==> config.mk <==
export PLATFORM = sky130hd
export DESIGN_NAME = ram_stream_reader
export DESIGN_NICKNAME = d
export VERILOG_FILES = /design/src/rtl/ram_stream_reader.sv
export SDC_FILE = /design/constraint.sdc
export NUM_CORES = 1
export LEC_CHECK = 0
export CAP_MARGIN = 20
export CORE_UTILIZATION = 35
export DETAILED_ROUTE_END_ITERATION = 8
export HOLD_SLACK_MARGIN = 0.15
export SYNTH_ARGS = -nofsm -noshare
export SYNTH_HDL_FRONTEND = slang
export SYNTH_SLANG_ARGS = --single-unit
==> constraint.sdc <==
create_clock -name clk -period 4.6 [get_ports clk]
set_clock_uncertainty 0.15 [all_clocks]
set_input_delay 0.69 -clock clk [delete_from_list [all_inputs] [get_ports clk]]
set_output_delay 0.69 -clock clk [all_outputs]
set_load 0.01 [all_outputs]
==> src/rtl/ram_stream_reader.sv <==
// Burst reader: fetches length+1 consecutive words from a registered-output RAM
// and streams them out over an AXI-Stream style master through a 2-entry FIFO.
module ram_stream_reader #(
    parameter int unsigned RAM_DEPTH  = 1,
    parameter int unsigned BYTE_WIDTH = 1,
    parameter int unsigned ADDR_WIDTH = 1
) (
    input  logic                      clk,
    input  logic                      rstn,
    input  logic                      start,
    input  logic [ADDR_WIDTH-1:0]     start_addr,
    input  logic [ADDR_WIDTH-1:0]     length,
    output logic                      busy,
    output logic                      done,
    output logic                      ram_rd_en,
    output logic [ADDR_WIDTH-1:0]     ram_rd_addr,
    input  logic [BYTE_WIDTH*8-1:0]   ram_rd_data,
    output logic [BYTE_WIDTH*8-1:0]   m_axis_tdata,
    output logic                      m_axis_tvalid,
    input  logic                      m_axis_tready,
    output logic                      m_axis_tlast
);

    localparam int unsigned DATA_WIDTH = BYTE_WIDTH * 8;

    typedef enum logic [1:0] {
        IDLE  = 2'd0,
        READ  = 2'd1,
        DRAIN = 2'd2
    } state_t;

    state_t                  state_q, state_d;
    logic [ADDR_WIDTH-1:0]   nxt_addr_q, nxt_addr_d;
    logic [ADDR_WIDTH-1:0]   last_addr_q, last_addr_d;
    logic [ADDR_WIDTH-1:0]   rem_q, rem_d;
    logic [ADDR_WIDTH-1:0]   beats_q, beats_d;
    logic                    pend_q;
    logic [1:0]              cnt_q, cnt_d;
    logic                    wr_ptr_q, wr_ptr_d;
    logic                    rd_ptr_q, rd_ptr_d;
    logic [DATA_WIDTH-1:0]   fifo_q [2];
    logic                    busy_q, busy_d;
    logic                    done_q, done_d;

    logic                    pop_c;
    logic                    rd_en_c;
    logic [ADDR_WIDTH-1:0]   addr_inc_c;

    // Stream side is a direct view of the FIFO head
    assign m_axis_tvalid = (cnt_q != 2'd0);
    assign m_axis_tdata  = fifo_q[rd_ptr_q];
    assign m_axis_tlast  = m_axis_tvalid && (beats_q == '0);
    assign pop_c         = m_axis_tvalid && m_axis_tready;

    // Credit check: stored + in-flight words after this cycle's pop must leave room
    assign rd_en_c = (state_q == READ) &&
                     ((3'({1'b0, cnt_q}) + 3'(pend_q)) < (3'd2 + 3'(pop_c)));

    assign addr_inc_c = (nxt_addr_q == ADDR_WIDTH'(RAM_DEPTH - 1)) ? '0
                                                                   : nxt_addr_q + ADDR_WIDTH'(1);

    assign ram_rd_en   = rd_en_c;
    assign ram_rd_addr = rd_en_c ? nxt_addr_q : last_addr_q;
    assign busy        = busy_q;
    assign done        = done_q;

    // Next-state and control
    always_comb begin
        state_d     = state_q;
        nxt_addr_d  = nxt_addr_q;
        last_addr_d = last_addr_q;
        rem_d       = rem_q;
        beats_d     = beats_q;
        done_d      = 1'b0;

        if (pop_c && (beats_q != '0)) begin
            beats_d = beats_q - ADDR_WIDTH'(1);
        end

        case (state_q)
            IDLE: begin
                if (start) begin
                    state_d    = READ;
                    nxt_addr_d = start_addr;
                    rem_d      = length;
                    beats_d    = length;
                end
            end
            READ: begin
                if (rd_en_c) begin
                    last_addr_d = nxt_addr_q;
                    nxt_addr_d  = addr_inc_c;
                    if (rem_q == '0) begin
                        state_d = DRAIN;
                    end else begin
                        rem_d = rem_q - ADDR_WIDTH'(1);
                    end
                end
            end
            DRAIN: begin
                if (pop_c && m_axis_tlast) begin
                    state_d = IDLE;
                    done_d  = 1'b1;
                end
            end
            default: state_d = IDLE;
        endcase

        busy_d = (state_d != IDLE);
    end

    // FIFO pointer and occupancy bookkeeping
    always_comb begin
        cnt_d    = cnt_q + 2'(pend_q) - 2'(pop_c);
        wr_ptr_d = pend_q ? ~wr_ptr_q : wr_ptr_q;
        rd_ptr_d = pop_c  ? ~rd_ptr_q : rd_ptr_q;
    end

    always_ff @(posedge clk or negedge rstn) begin
        if (!rstn) begin
            state_q     <= IDLE;
            nxt_addr_q  <= '0;
            last_addr_q <= '0;
            rem_q       <= '0;
            beats_q     <= '0;
            pend_q      <= 1'b0;
            cnt_q       <= 2'd0;
            wr_ptr_q    <= 1'b0;
            rd_ptr_q    <= 1'b0;
            busy_q      <= 1'b0;
            done_q      <= 1'b0;
        end else begin
            state_q     <= state_d;
            nxt_addr_q  <= nxt_addr_d;
            last_addr_q <= last_addr_d;
            rem_q       <= rem_d;
            beats_q     <= beats_d;
            pend_q      <= rd_en_c;
            cnt_q       <= cnt_d;
            wr_ptr_q    <= wr_ptr_d;
            rd_ptr_q    <= rd_ptr_d;
            busy_q      <= busy_d;
            done_q      <= done_d;
        end
    end

    // RAM data arrives the cycle after the read enable and is captured here
    always_ff @(posedge clk or negedge rstn) begin
        if (!rstn) begin
            fifo_q[0] <= '0;
            fifo_q[1] <= '0;
        end else if (pend_q) begin
            fifo_q[wr_ptr_q] <= ram_rd_data;
        end
    end

endmodule

==> results of run 1 <==
-- cell type report --
type / count / area (um2)
timing repair buffer: 28 / 277.8
multi-input combinational: 68 / 598.1
clock buffer: 7 / 86.33
sequential: 29 / 725.7
clock inverter: 1 / 30.03
inverter: 3 / 11.26
tap: 48 / 60.06
fill: 352 / 1899
-- state kept, by name, summed over array words and instances (netlist names) --
register,flops
busy,1
done,1
wr_ptr_q,1
last_addr_q,1
cnt_q,2
pend_q,1
state_q,2
beats_q,1
nxt_addr_q,1
rd_ptr_q,1
rem_q,1
fifo_q,16
-- kinds of logic after synthesis --
kind of cell / Yosys count
DFF: 29
buffers and inverters: 7
muxes: 24
xor gates and xnor gates: 4
AOI/OAI and AO/OA: 16
and+or+nand+nor: 20
adders and majority gates: 4
-- worst paths after layout --
path                                 startpoint                     to  cells after the start
max reg2reg                  cnt_q[1]$_DFF_PN0_     cnt_q[1]$_DFF_PN0_                      7
min in group asynchronous                  rstn  fifo_q[2]$_DFFE_PN0P_                      2
max                            pend_q$_DFF_PN0_            ram_rd_addr                      6
min reg2reg                wr_ptr_q$_DFFE_PN0P_   wr_ptr_q$_DFFE_PN0P_                      1
max in group asynchronous                  rstn     cnt_q[0]$_DFF_PN0_                      2
min                        wr_ptr_q$_DFFE_PN0P_   wr_ptr_q$_DFFE_PN0P_                      1
-- critical path, cell delays in order (launching register included) --
cell             delay, ns
dfrtp_1               0.42
ha_1                  0.22
ha_1                  0.19
nand2b_1              0.24
nor3b_1               0.31
o2bb2ai_1             0.16
clkdlybuf4s50_1       0.55
-- where the power goes --
| group | switching (uW) | internal (uW) | leakage [uW] | total, uW |
|---|---|---|---|---|
| Sequential | 108 | 379 | 0.000348 | 487 |
| Combinational | 230 | 357 | 0.000338 | 587 |
| Clock | 94.1 | 176 | 0.0000585 | 270 |
| Total | 432 | 913 | 0.000744 | 1340 |
-- layer usage --
metal | up-vias | routed length, um | share of wire (%) | GRT usage (%)
met3 | 5 | 155 | 6.1 | 5.536
met1 | 435 | 1209 | 48 | 16.40
met5 | - | 0 | 0 | 0
met2 | 31 | 1134 | 45 | 22.37
li1 | 436 | - | - | -
met4 | 0 | 38 | 1.5 | 6.667
-- cells in the final DEF (no fill, tap or decap), drive strengths merged, types with 2 or more instances in the layout --
master	Yosys	final
o21ai	6	6
ha	4	4
nor3b	4	4
nor2b	3	3
xnor2	3	3
clkbuf	0	7
nand2	6	6
nor2	2	2
clkdlybuf4s50	0	27
dfrtp	29	29
inv	3	3
mux2	24	24
o2bb2ai	2	2
-- synthesized netlist by cell type --
master,n,share of area (%)
nor2_1,2,0.55
a211oi_1,1,0.55
o21ai_4,1,1.2
xor2_1,1,0.65
o21ai_0,4,1.5
o2bb2ai_1,2,1.3
nor2b_1,3,1.4
xnor2_1,3,1.9
a21o_1,1,0.55
inv_1,3,0.83
ha_1,4,3.7
nor3b_1,4,2.2
nor4_1,1,0.46
mux2_2,24,20
nand2_1,6,1.7
a21oi_1,1,0.37
o211ai_1,1,0.55
nor3_1,1,0.37
buf_4,1,0.55
nand2b_1,1,0.46
nor4bb_1,1,0.74
o31ai_1,1,0.55
or2_2,1,0.46
dfrtp_1,29,53
a221oi_1,1,0.65
buf_2,3,1.1
o21a_1,1,0.55
o21ai_2,1,0.65
o41ai_2,1,1.2
-- stage by stage --
step,utilization [%],setup WS (ns),cell area [um2]
after CTS,48.51,1.367,1789
after floorplan,-,2.321,1358
after global routing,48.51,1.286,1789
after global placement,45.35,1.459,1673
final,48.51,1.393,1789
after detailed placement,45.35,1.460,1673
==> run metrics, run 1 <==
# resized after CTS=0; GRT overflow=0; synthesized area=0.001358 mm2; Simple-Gate Fraction of Synth Area=8.295%; die area=0.004132 mm2; Die X=around 64 um; via count=907; initial antenna violation count=0; core area=between 0.003 and 0.004 mm2; required time of the critical path=~3.8 ns; post-CTS setup buffers=0; sequential area share after synthesis=roughly 53%; P per Cell Area=751.5 mW/mm2; r2r setup slk=2.79 ns; status=completed; Avg Inst Size Synth=13.05 um2; # setup viols final=0; layout cell share with drive strength beyond 1=26.47%; Worst Setup End Kind=output port; I/O pins=28; clock sink count=29; drt total wl=2.536 mm; Post-Syn Instances=104; H-tree levels=2; # diodes=0; # port buffers=27; clock root cell=clkbuf_8; Critical Path AT=roughly 2.4 ns; Row Count=22; vias in the first global route=955; Post-layout nets=153; final worst path period need=3.207 ns; CP Class=flop to output port; leakage=0.0007444 uW; First DRT Iteration DRCs=13; ANT nets after route=0; Net Count, Synth=122; largest net degree at the start of global routing=30; drt wl/cell=between 10 and 15 um; DRC violations left=0; worst slew pin tran=0.7822 ns; Max clock buf depth=2; Final Hold Fails=0; Period Utilization, post-route=69.71%; Synth cell types=29; Finished Layout Cells=184; Hold Path Class=flop to flop; gr usage total=14.04%; Layout area overhead=31.80%; multiplexer share of the synthesized area=19.91%; Clock transition at path regs=0.06 ns; RSZ-0062 raised after global routing=false; Routability Congestion=0.7668; Compound-Gate Fraction of Synth Area=9.585%; Synth Warn #=0; Post-Synth XOR/XNOR Area=2.581%; Die Span Y=64.28 um; CP max FO=6; CTS tree=yes; Starting Density=36.80%; setup TNS=0 ns; Slew Viols, Final=0; TritonRoute pass-1 iters=4; Inst Count DP=176; TritonCTS buffer count=5; area share of fa/ha/maj cells after synthesis=under 10%; Max-slew headroom=47.75%; largest family of logic cells by synthesized area=multiplexers; overall power=roughly 1300 uW; worst-skew pair later-pin latency=0.28 ns; drt via density=4.929; cts hold-fix bufs=0; maximum clock rate=between 300 and 400 MHz; global-route wire length before repair=4.298 mm; max-cap viol count=0; DP HPWL=1.737 mm; final hold slack=0.3480 ns; Yosys reg bits=29; VDD IR-drop max=around 0.00035 V; Critical Path Source Type=flop
(Power assumes the default switching activity.)
==> run 2, diff against run 1 <==
- clock period: 4.6 -> 2.6 ns (I/O delays scaled with it)
==> run metrics, run 2 (synthesis results as in run 1) <==
max reg flops=16 (unchanged); I/O pins=28 (unchanged); Max clock buf depth=2 (unchanged); # port buffers=27 (unchanged); worst-skew pair later-pin latency=0.28 ns (about the same); Max-slew headroom=66.37% (+19 points); Final Hold Fails=0 (unchanged); drt wl/cell=13.83 um (+0.32%); register name with the most flops=fifo_q; drt total wl=2.641 mm (+4.1%); Starting Density=36.80% (unchanged); maximum clock rate=403.8 MHz; DRC violations left=0 (unchanged); clock sink count=29 (unchanged); Slew Viols, Final=0 (unchanged); Routability Congestion=0.7779 (+1.4%); status=completed; GRT overflow=0 (unchanged); met2 wire length=1.271 mm (+12%); top layer in use=met4; First DRT Iteration DRCs=40 (+27); Clock transition at path regs=0.06 ns (about the same); VDD IR-drop max=0.0005893 V (+67%); leakage=0.0007897 uW (+6.1%); leading cell type in the layout, fill and taps excluded=dfrtp_1; Row Count=22 (unchanged); # setup viols final=0 (unchanged); global-route wire length before repair=4.636 mm (+7.9%); H-tree levels=2 (unchanged); RSZ-0062 raised after global routing=false; P per Cell Area=1307 mW/mm2 (+74%); largest net degree at the start of global routing=30 (unchanged); met1 wire length=1.180 mm (-2.4%); drt via density=4.984 (+1.1%); overall power=2445 uW (+82%); Critical Path Source Type=flop; layout cell share with drive strength beyond 1=34.27% (+7.8 points); core area=0.003689 mm2 (unchanged); worst slew pin tran=0.5044 ns (-0.2778 ns); TritonRoute pass-1 iters=4 (unchanged); via count=952 (+5.0%); initial antenna violation count=0 (unchanged); CP max FO=5 (-1); Critical Path AT=1.94 ns (-0.43 ns); Die Span Y=64.28 um (unchanged); die area=0.004132 mm2 (unchanged); TritonCTS buffer count=5 (unchanged); Worst Setup End Kind=output port; most frequent cells in the layout=29 x dfrtp_1, 25 x clkdlybuf4s50_1, 24 x mux2_2; setup TNS=0 ns (unchanged); clock root cell=clkbuf_8; CP Class=flop to output port; CTS tree=yes; vias in the first global route=1020 (+6.8%); max-cap viol count=0 (unchanged); gr usage total=14.85% (+0.81 points); Hold Path Class=flop to flop; # diodes=0 (unchanged); Period Utilization, post-route=95.26%; Layout area overhead=37.79%; DP HPWL=1.828 mm (+5.3%); final worst path period need=2.477 ns; ANT nets after route=0 (unchanged); required time of the critical path=2.06 ns (-1.70 ns); Post-layout nets=160 (+4.6%); Die X=64.28 um (unchanged); wire length on met3=134 um (-14%); Largest regs=fifo_q: 16 flops, cnt_q: 2 flops, state_q: 2 flops
==> run 2: power by group <==
group	internal, uW	switching [uW]	total [uW]	leakage, uW
clock network	239	162	401	0.0000542
logic	704	478	1180	0.000388
registers	671	191	862	0.000348
==> run 2: timing repair <==
action / 4_1_cts / 5_1_grt
pin swaps: 1 / 0
setup endpoints to repair: 2 / 1
gates resized for setup: 7 / 3
buffers inserted: 1 / 0
hold buffers: 0 / 0
==> run 2: layer usage <==
metal  GRT usage (%)  up-vias
li1                -      448
met4           8.056        0
met3           3.571        8
met1           18.04      467
met5               0        -
met2           24.08       29
==> run 2: final timing paths <==
path                                      start  depth (start not counted)                endpoint  slack (ns)
setup / recovery             cnt_q[0]$_DFF_PN0_                          6             ram_rd_addr        0.12
hold / removal             wr_ptr_q$_DFFE_PN0P_                          1    wr_ptr_q$_DFFE_PN0P_        0.34
setup reg to reg             cnt_q[1]$_DFF_PN0_                          9      cnt_q[1]$_DFF_PN0_        0.63
hold reg to reg            wr_ptr_q$_DFFE_PN0P_                          1    wr_ptr_q$_DFFE_PN0P_        0.34
max in group asynchronous                  rstn                          2   fifo_q[5]$_DFFE_PN0P_        1.69
min in group asynchronous                  rstn                          2  fifo_q[15]$_DFFE_PN0P_        0.35
==> run 2: metrics by stage <==
stage / setup WS (ns) / hold slack, ns / cells / utilization (%) / area (um2)
finish: 0.1234 / 0.3379 / 191 / 50.71 / 1871
global route: 0.01112 / 0.3561 / 191 / 50.71 / 1871
CTS: 0.06073 / 0.3406 / 191 / 50.10 / 1848
detailed placement: 0.01646 / 0.3278 / 182 / 46.57 / 1718
global placement: 0.04957 / 0.3290 / 182 / 46.57 / 1718
floorplan: 0.6206 / -0.05559 / 104 / - / 1358
==> run 2: critical path, cell delays in order, from the launching register on <==
cell and delay (ns):
dfrtp_1 0.44, ha_1 0.21, ha_1 0.20, nand2b_4 0.19, nor3b_2 0.20, o2bb2ai_1 0.14
dlygate4sd2_1 0.28
==> run 2: final cells by class <==
cell class	count	area (um2)
fill	332	1818
sequential	29	725.7
multi-input combinational	68	644.4
timing repair buffer	35	327.8
clock buffer	7	96.34
tap	48	60.06
inverter	3	11.26
clock inverter	1	5.005
